[config.mk]
export PLATFORM = sky130hd
export DESIGN_NAME = scroll_sequencer
export DESIGN_NICKNAME = d
export VERILOG_FILES = /design/src/rtl/scroll_sequencer.sv
export SDC_FILE = /design/constraint.sdc
export NUM_CORES = 1
export LEC_CHECK = 0
export BUFFER_PORTS_ARGS = -buffer_cell sky130_fd_sc_hd__buf_2
export CAP_MARGIN = 40
export CORE_MARGIN = 1.5
export CORE_UTILIZATION = 53
export DETAILED_ROUTE_END_ITERATION = 8
export MAX_ROUTING_LAYER = met4
export PLACE_DENSITY = 0.74
export SYNTH_ARGS = -nofsm -noshare
export SYNTH_HDL_FRONTEND = slang
export SYNTH_SLANG_ARGS = --single-unit
[constraint.sdc]
create_clock -name clk -period 2.3 [get_ports clk]
set_input_delay 0.115 -clock clk [delete_from_list [all_inputs] [get_ports clk]]
set_output_delay 0.115 -clock clk [all_outputs]
set_load 0.01 [all_outputs]
[src/rtl/scroll_sequencer.sv]
// Character-index sequencer for the word panel: steps an index through a word
// at a programmable rate, forward or backward, for N passes or forever.
module scroll_sequencer #(
  parameter int IDX_W  = 5,
  parameter int DIV_W  = 16,
  parameter int PASS_W = 4
) (
  input  logic              clk,
  input  logic              clr,
  input  logic              start,
  input  logic              stop,
  input  logic              pause,
  input  logic              dir,
  input  logic [IDX_W-1:0]  len,
  input  logic [DIV_W-1:0]  rate,
  input  logic [PASS_W-1:0] repeat_n,
  output logic [IDX_W-1:0]  idx,
  output logic              step,
  output logic              wrap,
  output logic              done,
  output logic              busy,
  output logic              err
);

  typedef enum logic [2:0] {S_IDLE, S_LOAD, S_RUN, S_HOLD, S_DONE} state_t;

  localparam logic [IDX_W-1:0]  IDX_ONE  = IDX_W'(1);
  localparam logic [DIV_W-1:0]  DIV_ONE  = DIV_W'(1);
  localparam logic [PASS_W-1:0] PASS_ONE = PASS_W'(1);
  localparam logic [PASS_W-1:0] PASS_MAX = '1;

  state_t            r_state, w_state_next;
  logic              r_dir, w_dir_next;
  logic [IDX_W-1:0]  r_len, w_len_next;
  logic [DIV_W-1:0]  r_rate, w_rate_next;
  logic [PASS_W-1:0] r_rep, w_rep_next;
  logic [IDX_W-1:0]  r_idx, w_idx_next;
  logic [DIV_W-1:0]  r_presc, w_presc_next;
  logic [PASS_W-1:0] r_pass, w_pass_next;
  logic              r_step, w_step_next;
  logic              r_wrap, w_wrap_next;
  logic              r_done, w_done_next;
  logic              r_err, w_err_next;
  logic              r_busy;

  logic [IDX_W-1:0]  w_last;
  logic [IDX_W-1:0]  w_start_idx;
  logic              w_at_end;
  logic [PASS_W-1:0] w_pass_inc;

  assign w_last      = r_len - IDX_ONE;
  assign w_start_idx = r_dir ? '0 : w_last;
  assign w_at_end    = r_dir ? (r_idx == w_last) : (r_idx == '0);
  // Saturating so that a forever run never wraps the pass count
  assign w_pass_inc  = (r_pass == PASS_MAX) ? r_pass : r_pass + PASS_ONE;

  always_comb begin
    w_state_next = r_state;
    w_dir_next   = r_dir;
    w_len_next   = r_len;
    w_rate_next  = r_rate;
    w_rep_next   = r_rep;
    w_idx_next   = r_idx;
    w_presc_next = r_presc;
    w_pass_next  = r_pass;
    w_step_next  = 1'b0;
    w_wrap_next  = 1'b0;
    w_done_next  = 1'b0;
    w_err_next   = 1'b0;
    case (r_state)
      S_IDLE: begin
        if (start && !stop) begin
          if (len != '0) begin
            w_dir_next   = dir;
            w_len_next   = len;
            w_rate_next  = rate;
            w_rep_next   = repeat_n;
            w_state_next = S_LOAD;
          end else begin
            w_err_next = 1'b1;
          end
        end
      end
      S_LOAD: begin
        if (stop) begin
          w_state_next = S_IDLE;
        end else begin
          w_idx_next   = w_start_idx;
          w_presc_next = r_rate;
          w_pass_next  = '0;
          w_state_next = S_RUN;
        end
      end
      S_RUN, S_HOLD: begin
        if (stop) begin
          w_state_next = S_IDLE;
        end else if (pause) begin
          w_state_next = S_HOLD;
        end else begin
          // Leaving HOLD counts as a running cycle, so a pause delays by exactly its length
          w_state_next = S_RUN;
          if (r_presc != '0) begin
            w_presc_next = r_presc - DIV_ONE;
          end else begin
            w_presc_next = r_rate;
            if (w_at_end) begin
              w_pass_next = w_pass_inc;
              if (r_rep != '0 && w_pass_inc == r_rep) begin
                w_state_next = S_DONE;
                w_done_next  = 1'b1;
              end else begin
                w_idx_next  = w_start_idx;
                w_step_next = 1'b1;
                w_wrap_next = 1'b1;
              end
            end else begin
              w_idx_next  = r_dir ? r_idx + IDX_ONE : r_idx - IDX_ONE;
              w_step_next = 1'b1;
            end
          end
        end
      end
      S_DONE: begin
        w_state_next = S_IDLE;
      end
      default: begin
        w_state_next = S_IDLE;
      end
    endcase
  end

  always_ff @(posedge clk or posedge clr) begin
    if (clr) begin
      r_state <= S_IDLE;
      r_dir   <= 1'b0;
      r_len   <= '0;
      r_rate  <= '0;
      r_rep   <= '0;
      r_idx   <= '0;
      r_presc <= '0;
      r_pass  <= '0;
      r_step  <= 1'b0;
      r_wrap  <= 1'b0;
      r_done  <= 1'b0;
      r_err   <= 1'b0;
      r_busy  <= 1'b0;
    end else begin
      r_state <= w_state_next;
      r_dir   <= w_dir_next;
      r_len   <= w_len_next;
      r_rate  <= w_rate_next;
      r_rep   <= w_rep_next;
      r_idx   <= w_idx_next;
      r_presc <= w_presc_next;
      r_pass  <= w_pass_next;
      r_step  <= w_step_next;
      r_wrap  <= w_wrap_next;
      r_done  <= w_done_next;
      r_err   <= w_err_next;
      r_busy  <= (w_state_next != S_IDLE);
    end
  end

  assign idx  = r_idx;
  assign step = r_step;
  assign wrap = r_wrap;
  assign done = r_done;
  assign busy = r_busy;
  assign err  = r_err;

endmodule

# --- Yosys cells after proc, flatten, opt, wreduce, memory -nomap -nowiden ---
# Cells that the tools add are included.
word_totals:
  wordCells: 96
  reg_bits: 59
op_classes:
  eq_ne: 12
  n_mux: 51
  n_addsub: 5
  reduce_logical: 15
op_table:
  columns: ["op", "n"]
  rows:
  - ["16-bit two-way mux", 4]
  - ["5-bit two-way mux", 8]
  - ["16-bit one-hot mux with 2 select lines", 1]
  - ["4-bit two-way mux", 6]
  - ["1-bit two-way mux", 21]
  - ["3-bit two-way mux", 7]
  - ["16-bit nonzero test", 1]
  - ["16-bit by 1-bit subtractor with 16-bit output, second input constant", 1]
  - ["6-bit AND reduction", 2]
  - ["2-bit != test, second input constant", 5]
  - ["5-bit one-hot mux with 2 select lines", 1]
  - ["5-bit by 1-bit subtractor with 5-bit output, second input constant", 2]
  - ["3-bit one-hot mux with 3 select lines", 1]
  - ["4-bit one-hot mux with 2 select lines", 1]
  - ["3-bit by 2-bit equality test with 1-bit output, second input constant", 2]
  - ["5-bit by 1-bit adder with 5-bit output, second input constant", 1]
  - ["5-bit equality test", 1]
  - ["5-bit logical NOT", 1]
  - ["5-bit nonzero test", 1]
  - ["4-bit by 1-bit adder with 4-bit output, second input constant", 1]
  - ["4-bit equality test", 1]
  - ["4-bit equality test, second input constant", 1]
  - ["4-bit AND reduction", 1]
  - ["4-bit nonzero test", 1]
  - ["other kinds (10)", 11]

# --- Depth between registers and ports, before layout ---
# Gate-level depths: netlist of run 1.
logic_depth:
  depth_word: 11
  ltp_mapped: 9
  depth_no_buf: 8

# --- Worst setup path after synthesis of run 1 ---
# OpenSTA, ideal clock, no wires.
synth_path:
  path_kind: "register to register"
  startpoint: "register r_pass[0]"
  endpoint: "register r_idx[1], in the netlist idx[1]"
  path_buffers: 0
  t_arrival_ns: 2.154
  setup_slack_ns: 0.022
  required_ns: 2.175
  path_stages_with_launch: 8
  path_cell_list: "dfrtp_1 ha_1 and3_4 mux2i_2 mux2i_1 nor4_4 a21oi_2 mux2_2"
synth_via:
  elab_chain_len: 6
  word_cells_on_any_way: 7
synth_rtl:
  columns: ["item", "line", "rtl"]
  rows:
  - ["from (decl)", "39", "logic [PASS_W-1:0] r_pass, w_pass_next;"]
  - ["from (signal assigned)", "155", "r_pass <= w_pass_next;"]
  - ["4-bit by 1-bit adder with 4-bit output / 4-bit equality test (equally long branches)", "55", "assign w_pass_inc = (r_pass == PASS_MAX) ? r_pass : r_pass + PASS_ONE;"]
  - ["4-bit two-way mux (*)", "55", null]
  - ["4-bit equality test (*)", "108", "if (r_rep != '0 && w_pass_inc == r_rep) begin"]
  - ["1-bit logical AND (*)", "108", null]
  - ["3-bit != test (no line) (*)", null, null]
  - ["6-bit AND reduction (no line) (*)", null, null]
  - ["to (signal assigned)", "153", "r_idx <= w_idx_next;"]
  - ["to (decl)", "37", "logic [IDX_W-1:0] r_idx, w_idx_next;"]
# Every way passes the cells marked *; elsewhere a longest branch is shown, timed or not.
# A chain may end at the register's enable or synchronous reset.

# --- Worst setup path in the final report of run 1 ---
# Ends and elaborated chain as after synthesis.

==> results_dict.tcl, run 1 <==
set metrics [dict create \
    internal_power_mw 2.812 \
    violations "negative hold slack, negative setup slack" \
    synthFlopType "dfrtp_1" \
    synth-seq-area-share_pct 42.83 \
    wl_met2_mm 4.014 \
    die_height_um 83.65 \
    finalNetCount 449 \
    grt_pass1_wl_mm 13.25 \
    n_antenna_cell 0 \
    clock_latency_ns 0.34 \
    rsz0062_at_grt "true" \
    avgRoutedWirePerCell_um 16.15 \
    r2r-end "idx[1]" \
    crit_arrival_ns 2.53 \
    start_util_pct 54.60 \
    final_core_util_pct 68.85 \
    period_share_pct 100.2 \
    synthesis.nets 374 \
    status "complete, but fails checks" \
    synth_top_area_share_pct 42.83 \
    numCtsBuffers 9 \
    antenna_found_initial 0 \
    yosysTopAreaCell "dfrtp_1" \
    p_leak_nw 1.909 \
    cp-end-kind "flip-flop" \
    r2r_start "r_pass[0]" \
    seqPwrFrac_pct 38.7 \
    cap_viol_max_count 0 \
    avgSynthCellArea_um2 10.26 \
    slew_headroom_pct 50.21 \
    drc 0 \
    core-area_mm2 0.006314 \
    ctsLongestPathBuffers 2 \
    cts_tree "built" \
    worstPathRequired_ns 2.52 \
    grt_pass1_vias 2830 \
    drt_wl_total_mm 7.960 \
    sw_frac_of_total_pct 37.63 \
    hold_viol_final 32 \
    port-buffer-count 40 \
    critPathLaunchType "flip-flop" \
    fin_tns_setup_ns -0.004520 \
    area_growth_pct 26.10 \
    synth_area_leaders "dfrtp_1, mux2_2, o21ai_0, nand2_1, nor2_1" \
    path_class "flip-flop to flip-flop" \
    ir_drop_mv 0.7871 \
    ys_seq_elements 59 \
    rows 29 \
    cp-startpoint "r_pass[0]" \
    syn_area_mm2 0.003447 \
    drive_above_1_share_pct 32.93 \
    n_fill_cell 486 \
    dp.cells 457 \
    dr_wl_met3_um 268 \
    design.die.area_mm2 0.006996 \
    ys_async_sr_fraction_pct 100.0 \
    cts.sinks 59 \
    drt-pass1-iter-count 4 \
    track_usage_pct 24.51 \
    wl_met1_mm 3.447 \
    place_hpwl_mm 5.185 \
    drt.antenna.violating_nets 0 \
    die_width_um 83.65 \
    drtIter0Drc 183 \
    gr-total-overflow 0 \
    final_cell_area_mm2 0.004347 \
    tightestPinTransition_ns 0.7468 \
    worstRegToRegCells 7 \
    p_total_mw 4.508 \
    pre_cts_ws_ns -0.04076 \
    avgViaCountPerCell 5.799 \
    synth.distinct_cells 69 \
    p_sw_mw 1.696 \
    topRoutingLayerUsed "met4" \
    report.final.slew_viol_count 0 \
    combPwrFrac_pct 41.2 \
    worst_slack_ns -0.004520 \
    root_buffer "clkbuf_8" \
    yosysWarningCount 0 \
    vias 2859 \
    gp_congestion 0.9774 \
    grt_max_degree 60 \
    regToRegSetupSlack_ns -0.005 \
    fin_skew_ns 0.004271 \
    htreeDepth 3 \
    ios 41 \
    worst-path-max-fanout 6 \
    power_density_mw_per_mm2 1037 \
    period_minus_slack_ns 2.305 \
    synthesis.instances 336 \
    synth-edff-count 0 \
    clkTransAtPathRegs_ns 0.06 \
    final_cells 493 \
    hold_ws_ns -0.01747 \
    holdCritPathClass "input port to asynchronous set/reset pin" \
    place_area_mm2 0.003836 \
    p_clk_share_pct 20.1 \
    max_freq_mhz 433.9 \
    setup_viol 1 \
]
-- critical path, stage by stage, from the launching register on --
cell and delay, ns:
dfrtp_1 0.40, ha_4 0.17, and3_4 0.23, mux2i_4 0.30, mux2i_4 0.35, nor4_4 0.09
a21oi_2 0.26, mux2_2 0.37
-- layer usage --
metal	vias up	global-route usage, %
li1	1373	-
met1	1387	30.17
met2	77	39.66
met3	22	5.539
met4	0	9.240
met5	-	-
-- state kept, by name (all words and copies together), names as in the netlist, 3 cells and up --
name and count:
idx 5, r_pass 4, r_presc 16, r_rate 16
r_len 5, r_rep 4, r_state 3
-- synth_stat cells (6+ instances only) --
library cell  number
nor3_1            10
mux2_2            26
inv_1             12
dfrtp_1           59
ha_1               6
nand3_1            8
nor2_1            26
xnor2_1            9
clkbuf_1           6
nand2_1           29
o21ai_0           23
a21oi_1           18
-- logic make-up (layout without fill, tap and decap cells) --
kind of cell | Yosys count | in the layout | share of synthesized area, %
AOI/OAI and AO/OA | 78 | 78 | 16.30
xor gates and xnor gates | 13 | 13 | 3.703
adders and majority gates | 7 | 7 | 2.759
buffers and inverters | 27 | 107 | 3.666
DFF | 59 | 59 | 42.83
muxes | 35 | 35 | 11.32
and+or+nand+nor | 117 | 117 | 19.42
-- layout by cell type (no fill, tap or decap), types with 3 or more instances in the layout --
master,Yosys,routed
inv_1,12,9
mux2i_1,5,4
o21ai_0,23,21
buf_4,1,19
buf_2,4,40
xor2_1,3,3
o31a_1,5,5
nor3b_1,4,4
ha_1,6,4
nor4_1,5,5
o22ai_1,3,3
nand2_1,29,29
inv_2,0,3
nor2_1,26,25
nand2b_1,3,3
xnor2_1,9,8
mux2_4,0,4
or3_1,3,3
dfrtp_1,59,58
nand3_1,8,7
a21oi_1,18,18
nor3_1,10,9
nor3_2,2,3
mux2_2,26,25
and3b_1,4,4
dlygate4sd3_1,0,18
and2_1,3,3
clkbuf_8,0,13
-- cell type report --
| cell class | instances | area, um2 | area share, % |
|---|---|---|---|
| sequential | 59 | 1478 | 34.00 |
| tap | 77 | 96.34 | 2.216 |
| multi-input combinational | 250 | 1973 | 45.39 |
| inverter | 12 | 45.04 | 1.036 |
| timing repair buffer | 79 | 563.0 | 12.95 |
| clock buffer | 15 | 186.4 | 4.289 |
| clock inverter | 1 | 5.005 | 0.1151 |
-- worst max path at each step --
stage,to,slack (ns),depth (start not counted)
2_1_floorplan,idx[1],0.02,7
3_3_place_gp,idx[3],0.03,7
3_5_place_dp,idx[1],-0.04,7
4_1_cts,idx[1],0.01,7
5_1_grt,idx[1],-0.11,7
6_report,idx[1],-0.005,7
-- power by group through the flow --
stage	Sequential [mW]	Combinational, mW	Clock (mW)
2_1_floorplan	1.65	1.26	0
3_3_place_gp	1.72	1.56	0
3_5_place_dp	1.74	1.62	0
4_1_cts	1.72	1.67	0.923
5_1_grt	1.79	2.02	0.966
6_report	1.74	1.86	0.905
-- what timing repair did --
action | in CTS | in global routing
buffers inserted | 0 | 2
setup endpoints to repair | 3 | 10
hold buffers | 17 | 1
gates resized for setup | 1 | 23
endpoints found under the hold margin | 17 | 1
pin swaps | 0 | 6
Power figures use the tool's default switching activity.
==> run 2: changes to the inputs <==
Settings changed: RECOVER_POWER set to 50.
==> results_dict.tcl, run 2 (synthesis results as in run 1) <==
set metrics [dict create \
    die_height_um 83.65 \
    drive_above_1_share_pct 31.97 \
    met1_usage_pct 30.17 \
    start_util_pct 54.60 \
    worst_slack_ns -0.004789 \
    slew_headroom_pct 3.248 \
    clkTransAtPathRegs_ns 0.06 \
    crit_arrival_ns 2.53 \
    clock_latency_ns 0.34 \
    final_cell_area_mm2 0.004340 \
    critPathLaunchType "flip-flop" \
    top_regs "r_presc (16), r_rate (16)" \
    p_leak_nw 1.896 \
    drc 0 \
    drt-pass1-iter-count 4 \
    avgRoutedWirePerCell_um 16.13 \
    vias 2857 \
    numCtsBuffers 9 \
    worstPathRequired_ns 2.52 \
    port-buffer-count 40 \
    gr-usage-met3_pct 5.539 \
    p_total_mw 4.505 \
    regToRegSetupSlack_ns -0.005 \
    violations "negative setup slack" \
    grt_pass1_vias 2830 \
    place_area_mm2 0.003836 \
    cts_tree "built" \
    rsz0062_at_grt "true" \
    core-area_mm2 0.006314 \
    worst-path-max-fanout 6 \
    holdCritPathClass "input port to flip-flop" \
    layout_commonest_cell "dfrtp_1" \
    path_class "flip-flop to flip-flop" \
    n_antenna_cell 0 \
    track_usage_pct 24.51 \
    antenna_found_initial 0 \
    avgViaCountPerCell 5.795 \
    critPathMostFrequentCell "mux2i_4" \
    gp_congestion 0.9774 \
    hold_viol_final 0 \
    root_buffer "clkbuf_8" \
    cts.sinks 59 \
    drt_wl_total_mm 7.951 \
    rows 29 \
    report.final.slew_viol_count 0 \
    finalNetCount 449 \
    grt_max_degree 60 \
    combPwrFrac_pct 41.2 \
    cap_viol_max_count 0 \
    fin_skew_ns 0.004274 \
    drtIter0Drc 183 \
    p_sw_mw 1.694 \
    ir_drop_mv 0.7882 \
    status "complete, but fails checks" \
    grt_pass1_wl_mm 13.25 \
    internal_power_mw 2.811 \
    cp-end-kind "flip-flop" \
    path_cells "ha_4 -> and3_4 -> mux2i_4 -> mux2i_4 -> nor4_4 -> a21oi_2 -> mux2_2" \
    final_cell_mix "dfrtp_1, buf_2, nand2_1" \
    slowest_stage "dfrtp_1" \
    power_density_mw_per_mm2 1038 \
    period_share_pct 100.2 \
    die_width_um 83.65 \
    drt.antenna.violating_nets 0 \
    area_growth_pct 25.92 \
    ctsLongestPathBuffers 2 \
    htreeDepth 3 \
    sw_frac_of_total_pct 37.60 \
    grtUsageMet2_pct 39.66 \
    ios 41 \
    max_freq_mhz 433.9 \
    seqPwrFrac_pct 38.7 \
    period_minus_slack_ns 2.305 \
    tightestPinTransition_ns 1.451 \
    p_clk_share_pct 20.1 \
    place_hpwl_mm 5.185 \
    setup_viol 1 \
    gr-total-overflow 0 \
    slowest_delay_ns 0.40 \
    design.die.area_mm2 0.006996 \
    busiest_layer "met2" \
]
==> run 2: what timing repair did <==
| action | CTS | global route |
|---|---|---|
| gates resized for setup | 1 | 23 |
| buffers inserted | 0 | 2 |
| hold buffers | 17 | 1 |
| hold endpoints to repair | 17 | 1 |
| pin swaps | 0 | 6 |
| setup endpoints to repair | 3 | 10 |
==> run 2: path summary, 6_finish.rpt <==
kind | from | endpoint | depth (start not counted)
worst max-delay path | r_pass[0] | idx[1] | 7
worst min-delay path | rate[10] | r_rate[10] | 2
max in group asynchronous | clr | idx[1] | 3
worst max register to register | r_pass[0] | idx[1] | 7
worst min register to register | r_rate[9] | r_rate[9] | 1
min in group asynchronous | clr | r_rate[5] | 3
==> run 2: layer usage <==
metal  vias up  wire, um
li1       1374         -
met1      1395      3416
met2        70      4049
met3        18       278
met4         0       206
met5         -         0
==> run 2: cell type report <==
type	count	area (um2)
fillers	490	1973
clock buffers	15	186.4
flip-flops and latches	59	1478
inverters	12	45.04
repair buffers	79	556.8
multi-input cells	250	1973
clock inverters	1	5.005
well taps	77	96.34
==> run 2: per-stage QoR <==
| stage | setup TNS (ns) | setup slack [ns] | hold slack [ns] | cells | util (%) |
|---|---|---|---|---|---|
| after global routing | -0.3067 | -0.1102 | 0.003839 | 493 | 68.75 |
| after global placement | 0 | 0.02802 | 0.3244 | 457 | 60.76 |
| final | -0.004789 | -0.004789 | 0.01412 | 493 | 68.75 |
| after CTS | 0 | 0.01290 | 0.0005386 | 490 | 66.55 |
| after floorplan | 0 | 0.02152 | 0.1880 | 336 | - |
| after detailed placement | -0.08544 | -0.04076 | 0.3248 | 457 | 60.76 |
==> run 2: power groups by stage <==
stage               logic, mW  clock network (mW)  registers [mW]
floorplan                1.26                   0            1.65
global placement         1.56                   0            1.72
detailed placement       1.62                   0            1.74
CTS                      1.67               0.923            1.72
global route             2.02               0.966            1.79
finish                   1.86               0.905            1.74
==> run 2: worst max-delay path: cells and delay by family, from the launching register on <==
| kind | cells | cell delay [ns] |
|---|---|---|
| compound gates | 1 | 0.26 |
| fa+ha+maj | 1 | 0.17 |
| flops | 1 | 0.40 |
| mux | 3 | 1.02 |
| simple gates | 2 | 0.32 |
